$ cat src/rtl/dkstr_pkg.sv
// Shared definitions for the pathfinding array: direction codes, cost sentinels,
// tracer state encoding and per-direction unit deltas.
// Pure declarations; no logic and no latency of its own.
package dkstr_pkg;

  // Predecessor direction codes, clockwise from north
  localparam logic [2:0] DIR_N  = 3'd0;
  localparam logic [2:0] DIR_NE = 3'd1;
  localparam logic [2:0] DIR_E  = 3'd2;
  localparam logic [2:0] DIR_SE = 3'd3;
  localparam logic [2:0] DIR_S  = 3'd4;
  localparam logic [2:0] DIR_SW = 3'd5;
  localparam logic [2:0] DIR_W  = 3'd6;
  localparam logic [2:0] DIR_NW = 3'd7;

  // Cost sentinels written by the relaxation array
  localparam logic [15:0] COST_INF = 16'hFFFF;
  localparam logic [15:0] COST_SRC = 16'h0000;

  typedef enum logic [2:0] {
    ST_IDLE = 3'd0,
    ST_READ = 3'd1,
    ST_WAIT = 3'd2,
    ST_EVAL = 3'd3,
    ST_EMIT = 3'd4,
    ST_FIN  = 3'd5
  } tracer_state_e;

  // Two's-complement x delta (-1/0/+1) for a direction; east is positive
  function automatic logic [1:0] dir_dx(input logic [2:0] dir);
    logic [1:0] d;
    d = 2'b00;
    if (dir == DIR_NE || dir == DIR_E || dir == DIR_SE) d = 2'b01;
    if (dir == DIR_SW || dir == DIR_W || dir == DIR_NW) d = 2'b11;
    return d;
  endfunction

  // Two's-complement y delta (-1/0/+1) for a direction; south is positive
  function automatic logic [1:0] dir_dy(input logic [2:0] dir);
    logic [1:0] d;
    d = 2'b00;
    if (dir == DIR_NW || dir == DIR_N || dir == DIR_NE) d = 2'b11;
    if (dir == DIR_SE || dir == DIR_S || dir == DIR_SW) d = 2'b01;
    return d;
  endfunction

endpackage

$ cat src/rtl/path_tracer_if.sv
// Node read port plus step output stream of the path tracer.
// No logic; the read port has one-cycle latency, the step stream is valid/ready.
// master = tracer side, slave = grid memory / step consumer side.
interface path_tracer_if #(
  parameter int X_BITS = 4,
  parameter int Y_BITS = 4
);
  // Node read port
  logic              rd_en;
  logic [X_BITS-1:0] rd_x;
  logic [Y_BITS-1:0] rd_y;
  logic [15:0]       rd_cost;
  logic [2:0]        rd_dir;

  // Step stream
  logic              step_valid;
  logic              step_ready;
  logic [X_BITS-1:0] step_x;
  logic [Y_BITS-1:0] step_y;
  logic [2:0]        step_dir;
  logic              step_last;

  modport master (
    output rd_en, rd_x, rd_y,
    input  rd_cost, rd_dir,
    output step_valid, step_x, step_y, step_dir, step_last,
    input  step_ready
  );

  modport slave (
    input  rd_en, rd_x, rd_y,
    output rd_cost, rd_dir,
    input  step_valid, step_x, step_y, step_dir, step_last,
    output step_ready
  );

endinterface

$ cat src/rtl/path_tracer_dir_step.sv
// Grid walker helper: neighbour coordinate of (x,y) in a direction, with out-of-grid flag.
// Purely combinational, zero latency.
// No backpressure; result is valid whenever the inputs are.
module dir_step
  import dkstr_pkg::*;
#(
  parameter int GRID_W = 16,
  parameter int GRID_H = 16,
  parameter int X_BITS = 4,
  parameter int Y_BITS = 4
) (
  input  logic [X_BITS-1:0] cur_x_i,
  input  logic [Y_BITS-1:0] cur_y_i,
  input  logic [2:0]        dir_i,
  output logic [X_BITS-1:0] nxt_x_o,
  output logic [Y_BITS-1:0] nxt_y_o,
  output logic              out_of_grid_o
);

  // One extra bit so that both -1 and GRID_W/GRID_H are representable
  localparam logic [X_BITS:0] X_LIM = (X_BITS+1)'(GRID_W);
  localparam logic [Y_BITS:0] Y_LIM = (Y_BITS+1)'(GRID_H);

  logic [1:0]      dx, dy;
  logic [X_BITS:0] ext_x;
  logic [Y_BITS:0] ext_y;

  // Sign-extended add of the unit delta; a set MSB means the walk left the grid
  // (either below zero, or past 2^BITS-1 when the grid fills the coordinate space)
  always_comb begin
    dx            = dir_dx(dir_i);
    dy            = dir_dy(dir_i);
    ext_x         = {1'b0, cur_x_i} + {{(X_BITS-1){dx[1]}}, dx};
    ext_y         = {1'b0, cur_y_i} + {{(Y_BITS-1){dy[1]}}, dy};
    nxt_x_o       = ext_x[X_BITS-1:0];
    nxt_y_o       = ext_y[Y_BITS-1:0];
    out_of_grid_o = ext_x[X_BITS] || (ext_x >= X_LIM) ||
                    ext_y[Y_BITS] || (ext_y >= Y_LIM);
  end

endmodule

$ cat src/rtl/path_tracer.sv
// Walks the predecessor chain from a goal node back to the source, one step per node.
// Latency: start->first step_valid 4 cycles; handshake->next step_valid 4 cycles.
// Holds step_* stable while step_ready is low; optional abort via PATH_TRACER_ABORT_EN.
module path_tracer
  import dkstr_pkg::*;
#(
  parameter int GRID_W    = 16,
  parameter int GRID_H    = 16,
  parameter int X_BITS    = 4,
  parameter int Y_BITS    = 4,
  parameter int MAX_STEPS = GRID_W * GRID_H
) (
  input  logic              clk,
  input  logic              rst,
  input  logic              start,
  input  logic [X_BITS-1:0] goal_x,
  input  logic [Y_BITS-1:0] goal_y,
`ifdef PATH_TRACER_ABORT_EN
  input  logic              abort,
`endif
  output logic              busy,
  output logic              done,
  output logic              err,
  path_tracer_if.master     bus
);

  localparam logic [2:0] S_IDLE = ST_IDLE;
  localparam logic [2:0] S_READ = ST_READ;
  localparam logic [2:0] S_WAIT = ST_WAIT;
  localparam logic [2:0] S_EVAL = ST_EVAL;
  localparam logic [2:0] S_EMIT = ST_EMIT;
  localparam logic [2:0] S_FIN  = ST_FIN;

  localparam int              CNT_W    = $clog2(MAX_STEPS + 1);
  localparam logic [CNT_W-1:0] CNT_LAST = CNT_W'(MAX_STEPS - 1);
  localparam logic [X_BITS:0] X_LIM    = (X_BITS+1)'(GRID_W);
  localparam logic [Y_BITS:0] Y_LIM    = (Y_BITS+1)'(GRID_H);

  logic [2:0]        state_q, state_d;
  logic [X_BITS-1:0] cur_x_q, cur_x_d;
  logic [Y_BITS-1:0] cur_y_q, cur_y_d;
  logic [15:0]       cost_q, cost_d;
  logic [2:0]        dir_q, dir_d;
  logic [X_BITS-1:0] step_x_q, step_x_d;
  logic [Y_BITS-1:0] step_y_q, step_y_d;
  logic [2:0]        step_dir_q, step_dir_d;
  logic              step_last_q, step_last_d;
  logic              err_q, err_d;
  logic [CNT_W-1:0]  cnt_q, cnt_d;

  logic [X_BITS-1:0] nxt_x;
  logic [Y_BITS-1:0] nxt_y;
  logic              nxt_oog;
  logic              goal_oog;
  logic              abort_req;

  dir_step #(
    .GRID_W (GRID_W),
    .GRID_H (GRID_H),
    .X_BITS (X_BITS),
    .Y_BITS (Y_BITS)
  ) u_dir_step (
    .cur_x_i       (cur_x_q),
    .cur_y_i       (cur_y_q),
    .dir_i         (dir_q),
    .nxt_x_o       (nxt_x),
    .nxt_y_o       (nxt_y),
    .out_of_grid_o (nxt_oog)
  );

  // Abort only cuts a live trace short; IDLE and FIN are left alone
`ifdef PATH_TRACER_ABORT_EN
  assign abort_req = abort && (state_q != S_IDLE) && (state_q != S_FIN);
`else
  assign abort_req = 1'b0;
`endif

  assign goal_oog = ({1'b0, goal_x} >= X_LIM) || ({1'b0, goal_y} >= Y_LIM);

  // Trace sequencing: read node, evaluate its cost, emit it, step to predecessor
  always_comb begin
    state_d     = state_q;
    cur_x_d     = cur_x_q;
    cur_y_d     = cur_y_q;
    cost_d      = cost_q;
    dir_d       = dir_q;
    step_x_d    = step_x_q;
    step_y_d    = step_y_q;
    step_dir_d  = step_dir_q;
    step_last_d = step_last_q;
    err_d       = err_q;
    cnt_d       = cnt_q;

    case (state_q)
      S_IDLE: begin
        if (start) begin
          cur_x_d = goal_x;
          cur_y_d = goal_y;
          cnt_d   = '0;
          err_d   = goal_oog;
          state_d = goal_oog ? S_FIN : S_READ;
        end
      end
      S_READ: state_d = S_WAIT;
      S_WAIT: begin
        cost_d  = bus.rd_cost;
        dir_d   = bus.rd_dir;
        state_d = S_EVAL;
      end
      S_EVAL: begin
        if (cost_q == COST_INF) begin
          err_d   = 1'b1;
          state_d = S_FIN;
        end else begin
          step_x_d    = cur_x_q;
          step_y_d    = cur_y_q;
          step_dir_d  = dir_q;
          step_last_d = (cost_q == COST_SRC);
          state_d     = S_EMIT;
        end
      end
      S_EMIT: begin
        if (bus.step_ready) begin
          if (step_last_q) begin
            state_d = S_FIN;
          end else if (nxt_oog) begin
            err_d   = 1'b1;
            state_d = S_FIN;
          end else if (cnt_q == CNT_LAST) begin
            // Step budget exhausted: the chain must contain a cycle
            err_d   = 1'b1;
            state_d = S_FIN;
          end else begin
            cur_x_d = nxt_x;
            cur_y_d = nxt_y;
            cnt_d   = cnt_q + CNT_W'(1);
            state_d = S_READ;
          end
        end
      end
      S_FIN:   state_d = S_IDLE;
      default: state_d = S_IDLE;
    endcase

    if (abort_req) begin
      err_d   = 1'b1;
      state_d = S_FIN;
    end
  end

  // State and datapath registers, cleared by synchronous reset
  always_ff @(posedge clk) begin
    if (rst) begin
      state_q     <= S_IDLE;
      cur_x_q     <= '0;
      cur_y_q     <= '0;
      cost_q      <= '0;
      dir_q       <= '0;
      step_x_q    <= '0;
      step_y_q    <= '0;
      step_dir_q  <= '0;
      step_last_q <= 1'b0;
      err_q       <= 1'b0;
      cnt_q       <= '0;
    end else begin
      state_q     <= state_d;
      cur_x_q     <= cur_x_d;
      cur_y_q     <= cur_y_d;
      cost_q      <= cost_d;
      dir_q       <= dir_d;
      step_x_q    <= step_x_d;
      step_y_q    <= step_y_d;
      step_dir_q  <= step_dir_d;
      step_last_q <= step_last_d;
      err_q       <= err_d;
      cnt_q       <= cnt_d;
    end
  end

  assign busy           = (state_q != S_IDLE);
  assign done           = (state_q == S_FIN);
  assign err            = (state_q == S_FIN) && err_q;
  assign bus.rd_en      = (state_q == S_READ);
  assign bus.rd_x       = cur_x_q;
  assign bus.rd_y       = cur_y_q;
  assign bus.step_valid = (state_q == S_EMIT);
  assign bus.step_x     = step_x_q;
  assign bus.step_y     = step_y_q;
  assign bus.step_dir   = step_dir_q;
  assign bus.step_last  = step_last_q;

endmodule

$ cat src/flat_wrapper.sv
// flat-port wrapper written by rule: the top's interface ports become plain ports
module path_tracer_flat import dkstr_pkg::*;
#(
  parameter int GRID_W    = 16,
  parameter int GRID_H    = 16,
  parameter int X_BITS    = 4,
  parameter int Y_BITS    = 4,
  parameter int MAX_STEPS = GRID_W * GRID_H
)
  (clk, rst, start, goal_x, goal_y, busy, done, err, bus_rd_en, bus_rd_x, bus_rd_y, bus_rd_cost, bus_rd_dir, bus_step_valid, bus_step_x, bus_step_y, bus_step_dir, bus_step_last, bus_step_ready);
  path_tracer_if #(.X_BITS(X_BITS), .Y_BITS(Y_BITS)) bus_i ();
  input  logic clk;
  input  logic rst;
  input  logic start;
  input  logic [X_BITS-1:0] goal_x;
  input  logic [Y_BITS-1:0] goal_y;
  output logic busy;
  output logic done;
  output logic err;
  output wire logic [$bits(bus_i.rd_en)-1:0] bus_rd_en;
  output wire logic [$bits(bus_i.rd_x)-1:0] bus_rd_x;
  output wire logic [$bits(bus_i.rd_y)-1:0] bus_rd_y;
  input wire logic [$bits(bus_i.rd_cost)-1:0] bus_rd_cost;
  input wire logic [$bits(bus_i.rd_dir)-1:0] bus_rd_dir;
  output wire logic [$bits(bus_i.step_valid)-1:0] bus_step_valid;
  output wire logic [$bits(bus_i.step_x)-1:0] bus_step_x;
  output wire logic [$bits(bus_i.step_y)-1:0] bus_step_y;
  output wire logic [$bits(bus_i.step_dir)-1:0] bus_step_dir;
  output wire logic [$bits(bus_i.step_last)-1:0] bus_step_last;
  input wire logic [$bits(bus_i.step_ready)-1:0] bus_step_ready;
  assign bus_rd_en = bus_i.rd_en;
  assign bus_rd_x = bus_i.rd_x;
  assign bus_rd_y = bus_i.rd_y;
  assign bus_i.rd_cost = bus_rd_cost;
  assign bus_i.rd_dir = bus_rd_dir;
  assign bus_step_valid = bus_i.step_valid;
  assign bus_step_x = bus_i.step_x;
  assign bus_step_y = bus_i.step_y;
  assign bus_step_dir = bus_i.step_dir;
  assign bus_step_last = bus_i.step_last;
  assign bus_i.step_ready = bus_step_ready;
  path_tracer #(.GRID_W(GRID_W), .GRID_H(GRID_H), .X_BITS(X_BITS), .Y_BITS(Y_BITS), .MAX_STEPS(MAX_STEPS)) u_core (.clk(clk), .rst(rst), .start(start), .goal_x(goal_x), .goal_y(goal_y), .busy(busy), .done(done), .err(err), .bus(bus_i));
endmodule
$ cat config.mk
export PLATFORM = sky130hd
export DESIGN_NAME = path_tracer_flat
export DESIGN_NICKNAME = d
export VERILOG_FILES = /design/src/rtl/dkstr_pkg.sv /design/src/rtl/path_tracer_if.sv /design/src/rtl/path_tracer_dir_step.sv /design/src/rtl/path_tracer.sv /design/src/flat_wrapper.sv
export SDC_FILE = /design/constraint.sdc
export NUM_CORES = 1
export LEC_CHECK = 0
export CORE_MARGIN = 3
export CORE_UTILIZATION = 25
export CTS_CLUSTER_DIAMETER = 30
export DETAILED_ROUTE_END_ITERATION = 8
export SYNTH_ARGS = -nofsm -noshare
export SYNTH_HDL_FRONTEND = slang
export SYNTH_HIERARCHICAL = 1
export SYNTH_SLANG_ARGS = --single-unit
$ cat constraint.sdc
create_clock -name clk -period 3 [get_ports clk]
set_input_delay 0.6 -clock clk [delete_from_list [all_inputs] [get_ports clk]]
set_output_delay 0.6 -clock clk [all_outputs]
set_load 0.005 [all_outputs]
# Word level (Yosys, flattened, before mapping)
# Index checks and enable logic that the tools add are counted.
dict set report classes {
  add_sub_neg 3
  order_cmp 2
  eq_ne 21
  mux 36
  n_bitwise 1
  n_reduce_logical 22
}
# op n
set op_table {}
lappend op_table {{$mux 9} 5}
lappend op_table {{$mux 4} 10}
lappend op_table {{$eq 3x3->1 const B} 6}
lappend op_table {{$pmux 9 s2} 1}
lappend op_table {{$eq 16x16->1 const B} 1}
lappend op_table {{$logic_not 16->1} 1}
lappend op_table {{$pmux 4 s2} 2}
lappend op_table {{$mux 3} 5}
lappend op_table {{$pmux 3 s5} 1}
lappend op_table {{$eq 3x2->1 const B} 4}
lappend op_table {{$reduce_and 6->1} 2}
lappend op_table {{$logic_or 1x1->1} 11}
lappend op_table {{$add 4x5->5} 2}
lappend op_table {{$ge 5x5->1 const B} 2}
lappend op_table {{$add 9x1->9 const B} 1}
lappend op_table {{$eq 9x8->1 const B} 1}
lappend op_table {{$mux 1} 8}
lappend op_table {{$ne 2x2->1 const B} 4}
lappend op_table {{$eq 3x1->1 const B} 2}
lappend op_table {{$logic_not 3->1} 2}
lappend op_table {{$mux 2} 3}
lappend op_table {{$reduce_bool 3->1} 2}
lappend op_table {{$ne 2x1->1 const B} 2}
lappend op_table {{$reduce_and 2->1} 2}
lappend op_table {{5 further kinds} 5}
dict set report totals {
  reg_bits 52
  in_bits 31
  out_inout_bits 25
  elab_cells 96
}

# Logic depth before layout (Yosys ltp)
# Gate-level depths: netlist of the first run.
dict set report depth {
  ltp_word 14
  mapped_depth 14
}

# Modules after synthesis
# Netlist of the first run, hierarchy kept.
# mod instances cells_each area_per_inst_um2
set modules_own_cells {}
lappend modules_own_cells {path_tracer 1 253 2265.9}
lappend modules_own_cells {dir_step 1 46 379.1}

# Least setup slack after synthesis of the first run
# OpenSTA, ideal clock, no wires.
dict set report synth_timing {
  path_kind {reg2reg}
  start {register u_core.dir_q[1]}
  end {register u_core.cnt_q[5]}
  setup_time_ps 70
  arrival_ps 2838
  setup_slack_ps 92
  path_stages_with_launch 13
  n_path_buf 0
  synth_period_minus_slack_ps 2908
  path_cell_list {dfxtp_1 -> or2_1 -> and2_1 -> ha_1 -> nor2b_1 -> o21ai_0 -> nand2b_1 -> nor4_1 -> a311oi_2 -> nor4b_2 -> a21oi_2 -> or4_1 -> a21oi_1}
}
dict set report synth_via {
  elab_chain_len 12
  elab_cells_between_ends 29
}
# element line_no
set synth_rtl {}
lappend synth_rtl {{start: declaration} path_tracer.sv:43} ;# logic [2:0] dir_q, dir_d;
lappend synth_rtl {{start signal: assignment} path_tracer.sv:170} ;# dir_q <= dir_d;
lappend synth_rtl {{$eq 3x1->1 / $eq 3x2->1 (equally long branches)} {dkstr_pkg.sv:33, dkstr_pkg.sv:42}}
lappend synth_rtl {{$logic_or 1x1->1 (2 in series)} dkstr_pkg.sv:33} ;# if (dir == DIR_NE || dir == DIR_E || dir == DIR_SE) d = 2'b01;
lappend synth_rtl {{$mux 1} dkstr_pkg.sv:33}
lappend synth_rtl {{$mux 2} dkstr_pkg.sv:34} ;# if (dir == DIR_SW || dir == DIR_W || dir == DIR_NW) d = 2'b11;
lappend synth_rtl {{$add 4x5->5} path_tracer_dir_step.sv:33} ;# ext_x = {1'b0, cur_x_i} + {{(X_BITS-1){dx[1]}}, dx};
lappend synth_rtl {{$ge 5x5->1} path_tracer_dir_step.sv:37} ;# out_of_grid_o = ext_x[X_BITS] || (ext_x >= X_LIM) ||
lappend synth_rtl {{$logic_or 1x1->1 (2 in series)} path_tracer_dir_step.sv:37}
lappend synth_rtl {{$logic_or 1x1->1 (*)} path_tracer_dir_step.sv:38} ;# ext_y[Y_BITS] || (ext_y >= Y_LIM);
lappend synth_rtl {{named net u_core.nxt_oog} path_tracer.sv:53} ;# logic nxt_oog;
lappend synth_rtl {{$ne 2x2->1 (no source line) (*)} -}
lappend synth_rtl {{$reduce_and 6->1 (no source line) (*)} -}
lappend synth_rtl {{end signal: assignment} path_tracer.sv:176} ;# cnt_q <= cnt_d;
lappend synth_rtl {{end: declaration} path_tracer.sv:49} ;# logic [CNT_W-1:0] cnt_q, cnt_d;
# The timed path passes the listed nets; every way through them passes the cells marked *.
# A chain may end at the register's enable or synchronous reset.

# Worst setup path in the final report of the first run
dict set report layout_timing {
  start {register u_core.dir_q[0]}
  end {register u_core.cnt_q[7]}
}
# The elaborated chain is that of the path after synthesis.

==> results of run 1 <==
how the worst min path moves through the flow:
stage / slack (ns) / end / depth (start not counted) / start
2_1_floorplan: 0.43 / u_core/cnt_q[8] / 2 / u_core/cnt_q[8]
3_3_place_gp: 0.45 / u_core/cnt_q[8] / 2 / u_core/cnt_q[8]
3_5_place_dp: 0.45 / u_core/cnt_q[8] / 2 / u_core/cnt_q[8]
4_1_cts: 0.47 / u_core/cnt_q[8] / 2 / u_core/cnt_q[8]
5_1_grt: 0.50 / u_core/cnt_q[8] / 2 / u_core/cnt_q[8]
6_report: 0.47 / u_core/cnt_q[8] / 2 / u_core/cnt_q[8]
layer usage:
metal	GRT usage, %	vias to the layer above	part of all wire, %	wire (µm)
met3	3.14	5	5.4	368
met4	2.98	0	0.78	53
met2	17.5	61	46	3120
met5	0	-	0	0
li1	-	1166	-	-
met1	15.6	1072	48	3260
cells by family (layout without fill, tap and decap cells):
kind of cell,after synthesis,count (layout)
buffers and inverters,30,94
DFF,52,52
muxes,19,19
AOI/OAI and AO/OA,60,60
and+or+nand+nor,118,118
adders and majority gates,12,12
xor gates and xnor gates,8,8
power by group:
part | internal (mW) | switching, mW | total [mW] | leakage (nW)
logic | 0.316 | 0.272 | 0.588 | 0.876
clock network | 0.248 | 0.232 | 0.480 | 0.0552
registers | 0.740 | 0.0698 | 0.810 | 0.425
cells in the mapped netlist (all sizes together), types with 4 or more instances:
cell type	instances	area share [%]
nand4	6	1.7
a21o	4	1.1
a211oi	8	2.3
a21oi	33	6.8
or3	5	1.2
nor4	4	0.95
nand2b	6	1.7
mux2i	19	7.2
o21ai	7	1.3
clkbuf	7	0.99
ha	10	4.7
inv	13	1.8
nand3	5	0.95
xnor2	8	2.6
dfxtp	52	39
buf	10	2.7
nor2	25	3.6
nand2	43	6.1
cell type report:
class                      instances  area, µm²
clock inverter                     2       35.0
timing repair buffer              73        698
sequential                        52       1050
inverter                          13       48.8
multi-input combinational        217       1610
tap                              133        166
clock buffer                       6       72.6
fill                            1015       6360
registers in the layout, indices dropped and copies added, names as in the netlist:
| signal | cells |
|---|---|
| u_core/state_q | 3 |
| u_core/bus.step_last | 1 |
| u_core/bus.step_dir | 3 |
| u_core/bus.step_y | 4 |
| u_core/bus.step_x | 4 |
| u_core/bus.rd_y | 4 |
| u_core/err_q | 1 |
| u_core/dir_q | 3 |
| u_core/cost_q | 16 |
| u_core/cnt_q | 9 |
| u_core/bus.rd_x | 4 |
critical path, stage by stage (launching register included):
cell	delay, ns
dfxtp_4	0.38
nand2b_4	0.13
ha_4	0.13
inv_2	0.04
fa_2	0.38
nand2b_4	0.15
a21oi_4	0.21
xnor2_2	0.14
a21o_1	0.17
a311oi_4	0.11
nor4b_4	0.29
a21oi_2	0.12
buf_4	0.16
or3_4	0.32
a21oi_2	0.13
timing repair:
item                       4_1_cts  5_1_grt
setup endpoints to repair        2       17
setup buffers                    4        0
gates resized for setup         10       26
pin swaps                        7       20
metrics by stage:
step / util [%] / instances / setup WS [ns] / hold slack, ns / power [mW]
5_1_grt: 36.7 / 496 / -0.110 / 0.496 / 2.00
3_5_place_dp: 33.7 / 484 / -0.0826 / 0.453 / 1.32
6_report: 36.7 / 496 / 0.0853 / 0.467 / 1.88
4_1_cts: 35.3 / 496 / 0.000238 / 0.467 / 1.84
3_3_place_gp: 33.7 / 484 / 0.0249 / 0.454 / 1.31
2_1_floorplan: - / 299 / 0.0919 / 0.432 / 1.13
==> results.tsv, run 1 <==
stage	metric	value	unit
outcome	status	finished, final reports clean	
clocking	root_buffer	clkbuf_8	
global_routing	grt_pass1_wl	10700	µm
floorplanning	rows	36	
global_routing	grt_usage	11.4	%
floorplanning	core_area	10000	µm²
synth	synthCells	299	
sta	worst_pin_slew	0.738	ns
synth	ys.flop_type	dfxtp_1	
setup_path	crit_path_start	u_core/dir_q[0]	
synth	ys_ff_latch	52	
finish	area_delta_synth_final	39.3	%
route	drt_first_pass_iters	4	
clocking	cts_sinks	52	
route	via_count	2304	
finish	finalNetCount	405	
route	wl	6800	µm
clocking	cts-hold-fix-buffers	0	
power	power_leakage	1.36	nW
power	ir_drop	0.193	mV
placement	place_area	3380	µm²
clocking	cts_tree	yes	
setup_path	r2r_cells	14	
route	viasPerCell	4.65	
finish	diodes	0	
setup_path	reg2reg_slack	0.09	ns
finish	final_common_cell	clkdlybuf4s50_1	
finish	stdcell_area	3680	µm²
sta	min_period_over_period	97.2	%
min_path	hp-class	reg2reg	
sta	slew-limit-headroom	50.7	%
setup_path	path_max_fanout	5	
route	antenna_left	0	
sta	setup-violations-final	0	
setup_path	critPathArrivalTime	3.16	ns
synth	syn_area	2650	µm²
synth	yosys_warnings	6	
synth	yosysUniqueCellTypes	50	
clocking	path_clk_slew	0.09	ns
placement	place_congestion	0.821	
sta	timing.final.crit_period	2.91	ns
global_routing	antenna_found_initial	0	
clocking	cts_made_buffers	5	
synth	synth-adder-area-share	6.24	%
synth	ys_seq_area_share	39.4	%
setup_path	r2r_start	u_core/dir_q[0]	
finish	final_cell_mix	clkdlybuf4s50_1, dfxtp_1, nand2_1	
global_routing	grt_max_degree	48	
synth	synthArstFlopShare	0	%
synth	synth_edf_count	0	
setup_path	worstSetupEndpointType	flop	
global_routing	grt_pass1_vias	2220	
sta	finalSetupTns	0	ns
power	power.density	510	nW/µm²
route	drt_iter0_markers	127	
synth	muxShareOfSynthArea	7.19	%
synth	synth-simple-area-share	24.1	%
floorplanning	ios	56	
run	maxCapViolCount	0	
sta	fmax	343	MHz
finish	drive_gt1_share	17.1	%
setup_path	cp_data_required_time	3.25	ns
route	drc_errors	0	
floorplanning	dieHeight	109	µm
setup_path	r2r-end	u_core/cnt_q[7]	
floorplanning	dieArea	11900	µm²
route	wire_per_inst	13.7	µm
synth	syn_nets	342	
clocking	cts.path.max_buffers	2	
sta	finalClockSkew	0.00623	ns
setup_path	worstSetupEndpoint	u_core/cnt_q[7]	
floorplanning	initial_core_util	26.3	%
global_routing	grt-ovfl-total	0	
clocking	htreeDepth	2	
synth	avgSynthCellArea	8.85	µm²
sta	hold_violations	0	
setup_path	start_kind	flop	
sta	rsz0062_at_grt	true	
synth	synth_top_family_by_area	simple AND/OR/NAND/NOR gates	
clocking	clk_latency	0.31	ns
synth	synth_xor_area_share	2.65	%
synth	synth_compound_area_share	14.9	%
placement	port_buffers	55	
floorplanning	die_x	109	µm
sta	drv_slew	0	
placement	dp_hpwl	4680	µm
setup_path	worstSetupPathType	reg2reg	
No activity file was read; power rests on OpenSTA's default activity.
==> run 2: changes to the inputs <==
Settings changed: CORE_MARGIN 3 to 2, CTS_CLUSTER_DIAMETER 30 to unset, HOLD_SLACK_MARGIN set to 0.15.
==> results.tsv, run 2 (same netlist as run 1, synthesis figures left out) <==
stage	metric	value	unit	change
clocking	path_clk_slew	0.10	ns	about the same
setup_path	worstSetupPathType	reg2reg		
power	power_leakage	1.37	nW	+0.86%
global_routing	grt-ovfl-total	0		unchanged
finish	regMostFlops	u_core/cost_q		
power	ir_drop	0.240	mV	+25%
setup_path	path_max_fanout	10		+5
route	highest_layer	met4		
power	power	1.91	mW	+1.5%
clocking	cts.path.max_buffers	2		unchanged
finish	final_common_cell	clkdlybuf4s50_1		
setup_path	worstSetupEndpointType	flop		
power	swShare	30.5	%	-0.034 points
route	wl_met2	2980	µm	-4.5%
power	power.density	512	nW/µm²	+0.51%
min_path	hp-class	reg2reg		
run	maxCapViolCount	0		unchanged
power	pwr-share-comb	31.9	%	+0.6 points
finish	final_cell_mix	clkdlybuf4s50_1, dfxtp_1, nand2_1		
sta	fmax	342	MHz	-0.36%
global_routing	grt_usage	11.3	%	-0.10 points
clocking	root_buffer	clkbuf_8		
sta	rsz0062_at_grt	true		
floorplanning	rows	37		+2.8%
sta	worst_pin_slew	0.757	ns	+0.0185 ns
placement	dp_hpwl	4530	µm	-3.3%
power	power.net_switching	581	µW	+1.4%
sta	setup-violations-final	0		unchanged
sta	fin_ws	0.0749	ns	-0.0104 ns
floorplanning	dieArea	11400	µm²	-3.6%
sta	drv_slew	0		unchanged
finish	nFillCells	1075		+5.9%
outcome	status	finished, final reports clean		
clocking	cts_made_buffers	5		unchanged
clocking	cts_tree	yes		
route	drt_first_pass_iters	4		unchanged
floorplanning	core_area	10300	µm²	+2.3%
power	clkPwrFrac	25.6	%	about the same
setup_path	start_kind	flop		
finish	top_regs	u_core/cost_q: 16 flops, u_core/cnt_q: 9 flops		
route	via_count	2331		+1.2%
route	wire_per_inst	13.3	µm	-3.1%
power	seq_power_share	42.6	%	-0.5 points
route	drc_errors	0		unchanged
sta	timing.final.crit_period	2.93	ns	+0.0104 ns
sta	finalClockSkew	0.0105	ns	+0.00428 ns
sta	slew-limit-headroom	49.5	%	-1.2 points
setup_path	critPathArrivalTime	3.14	ns	-0.02 ns
clocking	cts_sinks	52		unchanged
sta	min_period_over_period	97.5	%	+0.35 points
finish	largest_reg_flops	16		unchanged
finish	finalNetCount	407		+0.49%
global_routing	antenna_found_initial	0		unchanged
placement	place_ws	-0.113	ns	-0.0308 ns
route	met3WireLength	363	µm	-1.4%
global_routing	grt_pass1_wl	10500	µm	-2.5%
route	viasPerCell	4.65		+0.16%
clocking	htreeDepth	2		unchanged
route	routedLengthMet1	3210	µm	-1.4%
route	wl	6660	µm	-2.1%
sta	hold_violations	0		unchanged
placement	port_buffers	55		unchanged
placement	place_congestion	0.852		+3.8%
clocking	cts-hold-fix-buffers	0		unchanged
finish	area_delta_synth_final	40.6	%	
route	drt_iter0_markers	84		-34%
global_routing	grt_pass1_vias	2261		+1.8%
power	p_int	1.32	mW	+1.6%
finish	diodes	0		unchanged
setup_path	cp_data_required_time	3.21	ns	-0.04 ns
floorplanning	die_x	107	µm	-1.8%
global_routing	grt_max_degree	48		unchanged
clocking	clk_latency	0.31	ns	about the same
finish	drive_gt1_share	18.4	%	+1.3 points
floorplanning	dieHeight	107	µm	-1.8%
floorplanning	ios	56		unchanged
floorplanning	initial_core_util	25.7	%	-0.60 points
route	antenna_left	0		unchanged
[run 2: what timing repair did]
| action | CTS | global route |
|---|---|---|
| buffers inserted | 2 | 4 |
| setup endpoints to repair | 17 | 17 |
| cloned | 0 | 1 |
| resized for setup | 12 | 26 |
| pin swaps | 5 | 24 |
[run 2: power groups by stage]
stage / Sequential, mW / Clock (mW) / Combinational [mW]
after global routing: 0.821 / 0.528 / 0.665
after floorplan: 0.798 / 0 / 0.335
after CTS: 0.803 / 0.506 / 0.525
after global placement: 0.818 / 0 / 0.490
after detailed placement: 0.819 / 0 / 0.500
final: 0.811 / 0.487 / 0.607
[run 2: final timing paths]
| kind | slack (ns) | startpoint | cells after the start | to |
|---|---|---|---|---|
| min reg2reg | 0.47 | u_core/cost_q[10] | 2 | u_core/cost_q[10] |
| max reg2reg | 0.07 | u_core/dir_q[1] | 13 | u_core/bus.rd_x[0] |
| min | 0.47 | u_core/cost_q[10] | 2 | u_core/cost_q[10] |
| max | 0.07 | u_core/dir_q[1] | 13 | u_core/bus.rd_x[0] |
[run 2: routing by layer]
layer | up-vias | global-route usage (%)
li1 | 1174 | -
met2 | 63 | 17.6
met5 | - | 0
met4 | 0 | 3.62
met3 | 10 | 2.74
met1 | 1084 | 15.3
[run 2: worst max-delay path: stages, from the launching register on]
cell and delay (ns):
dfxtp_4 0.39, buf_6 0.12, o21a_1 0.21, fa_2 0.35
nand2b_4 0.15, a21oi_4 0.20, xnor2_2 0.10, a21o_1 0.19
a311oi_2 0.29, nor4b_2 0.10, buf_4 0.15, a21o_4 0.23
clkbuf_16 0.17, a211oi_1 0.20
[run 2: layout make-up]
| cell class | count | area, µm² | share of cell area [%] |
|---|---|---|---|
| Clock inverter | 3 | 42.5 | 1.14 |
| Tap cell | 136 | 170 | 4.57 |
| Multi-Input combinational cell | 217 | 1600 | 43.1 |
| Sequential cell | 52 | 1050 | 28.2 |
| Inverter | 13 | 48.8 | 1.31 |
| Timing Repair Buffer | 75 | 738 | 19.8 |
| Clock buffer | 5 | 68.8 | 1.85 |
[run 2: through the flow]
step	cell area [µm²]	hold slack (ns)	std cells	TNS (ns)	utilization, %
global route	3720	0.507	501	-0.713	36.2
global placement	3380	0.454	486	-0.683	32.9
finish	3720	0.471	501	0	36.2
CTS	3530	0.472	496	0	34.4
floorplan	2650	0.432	299	0	-
detailed placement	3380	0.459	486	-1.09	32.9
==> run 3: changes to the inputs <==
Clock period 3 ns to 3.3 ns, I/O delays scaled along.
==> results.tsv, run 3 (same netlist as run 1, synthesis figures left out) <==
stage	metric	value	unit	change
finish	largest_reg_flops	16		unchanged
sta	drv_slew	0		unchanged
floorplanning	die_x	107	µm	unchanged
setup_path	cp_top_family	simple AND/OR/NAND/NOR gates		
setup_path	worstSetupPathType	reg2reg		
global_routing	grt_usage	11.5	%	+0.28 points
finish	diodes	0		unchanged
sta	slew-limit-headroom	52.4	%	+3.0 points
sta	finalSetupTns	0	ns	unchanged
setup_path	path_max_fanout	9		-1
finish	instances_no_fill	491		-2.0%
clocking	cts-hold-fix-buffers	0		unchanged
route	drt_first_pass_iters	4		unchanged
power	p_int	1.15	mW	-13%
power	pwr-share-comb	29.1	%	-2.8 points
sta	fmax	317	MHz	-7.2%
finish	drive_gt1_share	11.8	%	-6.5 points
sta	timing.final.crit_period	3.15	ns	+0.228 ns
placement	place_area	3330	µm²	-1.6%
power	power_leakage	1.31	nW	-4.0%
clocking	cts_made_buffers	5		unchanged
setup_path	critPathArrivalTime	3.41	ns	+0.27 ns
clocking	cts_tree	yes		
route	antenna_left	0		unchanged
sta	worst_pin_slew	0.713	ns	-0.0445 ns
finish	finalNetCount	397		-2.5%
floorplanning	initial_core_util	25.7	%	unchanged
clocking	clk_latency	0.31	ns	about the same
global_routing	antenna_found_initial	0		unchanged
power	clkPwrFrac	26.7	%	+1.1 points
clocking	htreeDepth	2		unchanged
power	swShare	30.6	%	+0.15 points
route	viasPerCell	4.70		+1.0%
setup_path	crit_chain	or2_4 > and2_2 > ha_4 > nor2b_1 > o21ai_1 > nand2b_1 > buf_4 > nor3_2 > a311oi_2 > nor4b_4 > buf_4 > a21oi_4 > or4_4 > a21oi_2		
global_routing	grt_pass1_wl	10600	µm	+1.4%
route	drc_errors	0		unchanged
sta	holdWs	0.461	ns	-0.00975 ns
setup_path	critPathBufInv	2		-1
floorplanning	dieHeight	107	µm	unchanged
finish	area_delta_synth_final	34.2	%	
finish	final_cell_mix	clkdlybuf4s50_1, dfxtp_1, nand2_1		
finish	final_common_cell	clkdlybuf4s50_1		
sta	setup-violations-final	0		unchanged
floorplanning	core_area	10300	µm²	unchanged
sta	fin_ws	0.147	ns	+0.0717 ns
finish	nFillCells	1075		unchanged
outcome	status	finished, final reports clean		
global_routing	grt_pass1_vias	2171		-4.0%
finish	top_regs	u_core/cost_q: 16 flops, u_core/cnt_q: 9 flops		
placement	dp_hpwl	4550	µm	+0.50%
clocking	cts_sinks	52		unchanged
floorplanning	dieArea	11400	µm²	unchanged
placement	dp_cells	479		-1.4%
global_routing	grt-ovfl-total	0		unchanged
finish	final_util	34.6	%	-1.6 points
power	ir_drop	0.287	mV	+19%
floorplanning	rows	37		unchanged
sta	hold_violations	0		unchanged
setup_path	reg2reg_slack	0.15	ns	+0.07 ns
floorplanning	ios	56		unchanged
route	wire_per_inst	13.8	µm	+3.7%
sta	min_period_over_period	95.6	%	-1.9 points
power	power.density	468	nW/µm²	-8.5%
clocking	path_clk_slew	0.10	ns	about the same
min_path	hp-class	reg2reg		
setup_path	cp_data_required_time	3.56	ns	+0.35 ns
clocking	cts.path.max_buffers	2		unchanged
power	power	1.66	mW	-13%
global_routing	grt_max_degree	48		unchanged
sta	finalClockSkew	0.00737	ns	-0.00314 ns
power	power.net_switching	510	µW	-12%
finish	stdcell_area	3550	µm²	-4.5%
finish	regMostFlops	u_core/cost_q		
placement	port_buffers	55		unchanged
setup_path	start_kind	flop		
power	seq_power_share	44.2	%	+1.6 points
route	wl	6760	µm	+1.6%
run	maxCapViolCount	0		unchanged
setup_path	cp_common_cell	buf_4		
placement	place_ws	0.0352	ns	+0.149 ns
clocking	root_buffer	clkbuf_8		
setup_path	crit_slowest_cell	or4_4		
route	via_count	2308		-0.99%
placement	place_congestion	0.836		-1.9%
route	drt_iter0_markers	112		+33%
setup_path	worstSetupEndpointType	flop		
setup_path	max_stage_delay	0.49	ns	+0.10 ns
==> run 3: cell types whose count changed in the layout (fill, tap and decap cells not counted), sizes merged <==
cell,delta
buf,-10
clkbuf,+1
clkinvlp,-1
==> run 3: power by group through the flow <==
stage / registers (mW) / logic (mW) / clock network (mW)
finish: 0.735 / 0.484 / 0.444
global route: 0.744 / 0.536 / 0.483
CTS: 0.733 / 0.440 / 0.462
detailed placement: 0.747 / 0.436 / 0
global placement: 0.746 / 0.427 / 0
floorplan: 0.725 / 0.304 / 0
==> run 3: layout make-up <==
class | count | area [µm²] | area share, %
repair buffers | 65 | 656 | 18.5
clock inverters | 2 | 35.0 | 0.987
clock buffers | 6 | 72.6 | 2.04
well taps | 136 | 170 | 4.79
multi-input cells | 217 | 1520 | 42.8
inverters | 13 | 48.8 | 1.37
flip-flops and latches | 52 | 1050 | 29.5
==> run 3: layer usage <==
metal  vias up  routed length, µm  track usage [%]
li1       1151                  -                -
met1      1082               3140             15.2
met2        64               3110             18.4
met3        11                407             3.16
met4         0                108             3.43
met5         -                  0                0
==> run 3: final timing paths <==
| check | from | to | cells past startpoint |
|---|---|---|---|
| max | u_core/dir_q[1] | u_core/cnt_q[5] | 14 |
| min | u_core/cnt_q[8] | u_core/cnt_q[8] | 2 |
| max reg2reg | u_core/dir_q[1] | u_core/cnt_q[5] | 14 |
| min reg2reg | u_core/cnt_q[8] | u_core/cnt_q[8] | 2 |
==> run 3: worst min-delay path: stages, from the launching register on <==
cell and delay, ns:
dfxtp_1 0.32, nand2_1 0.05, a21oi_1 0.05
==> run 3: repair_timing <==
| action | CTS | global route |
|---|---|---|
| resized for setup | 0 | 17 |
| setup endpoints to repair | 0 | 17 |
| buffers inserted | 0 | 3 |
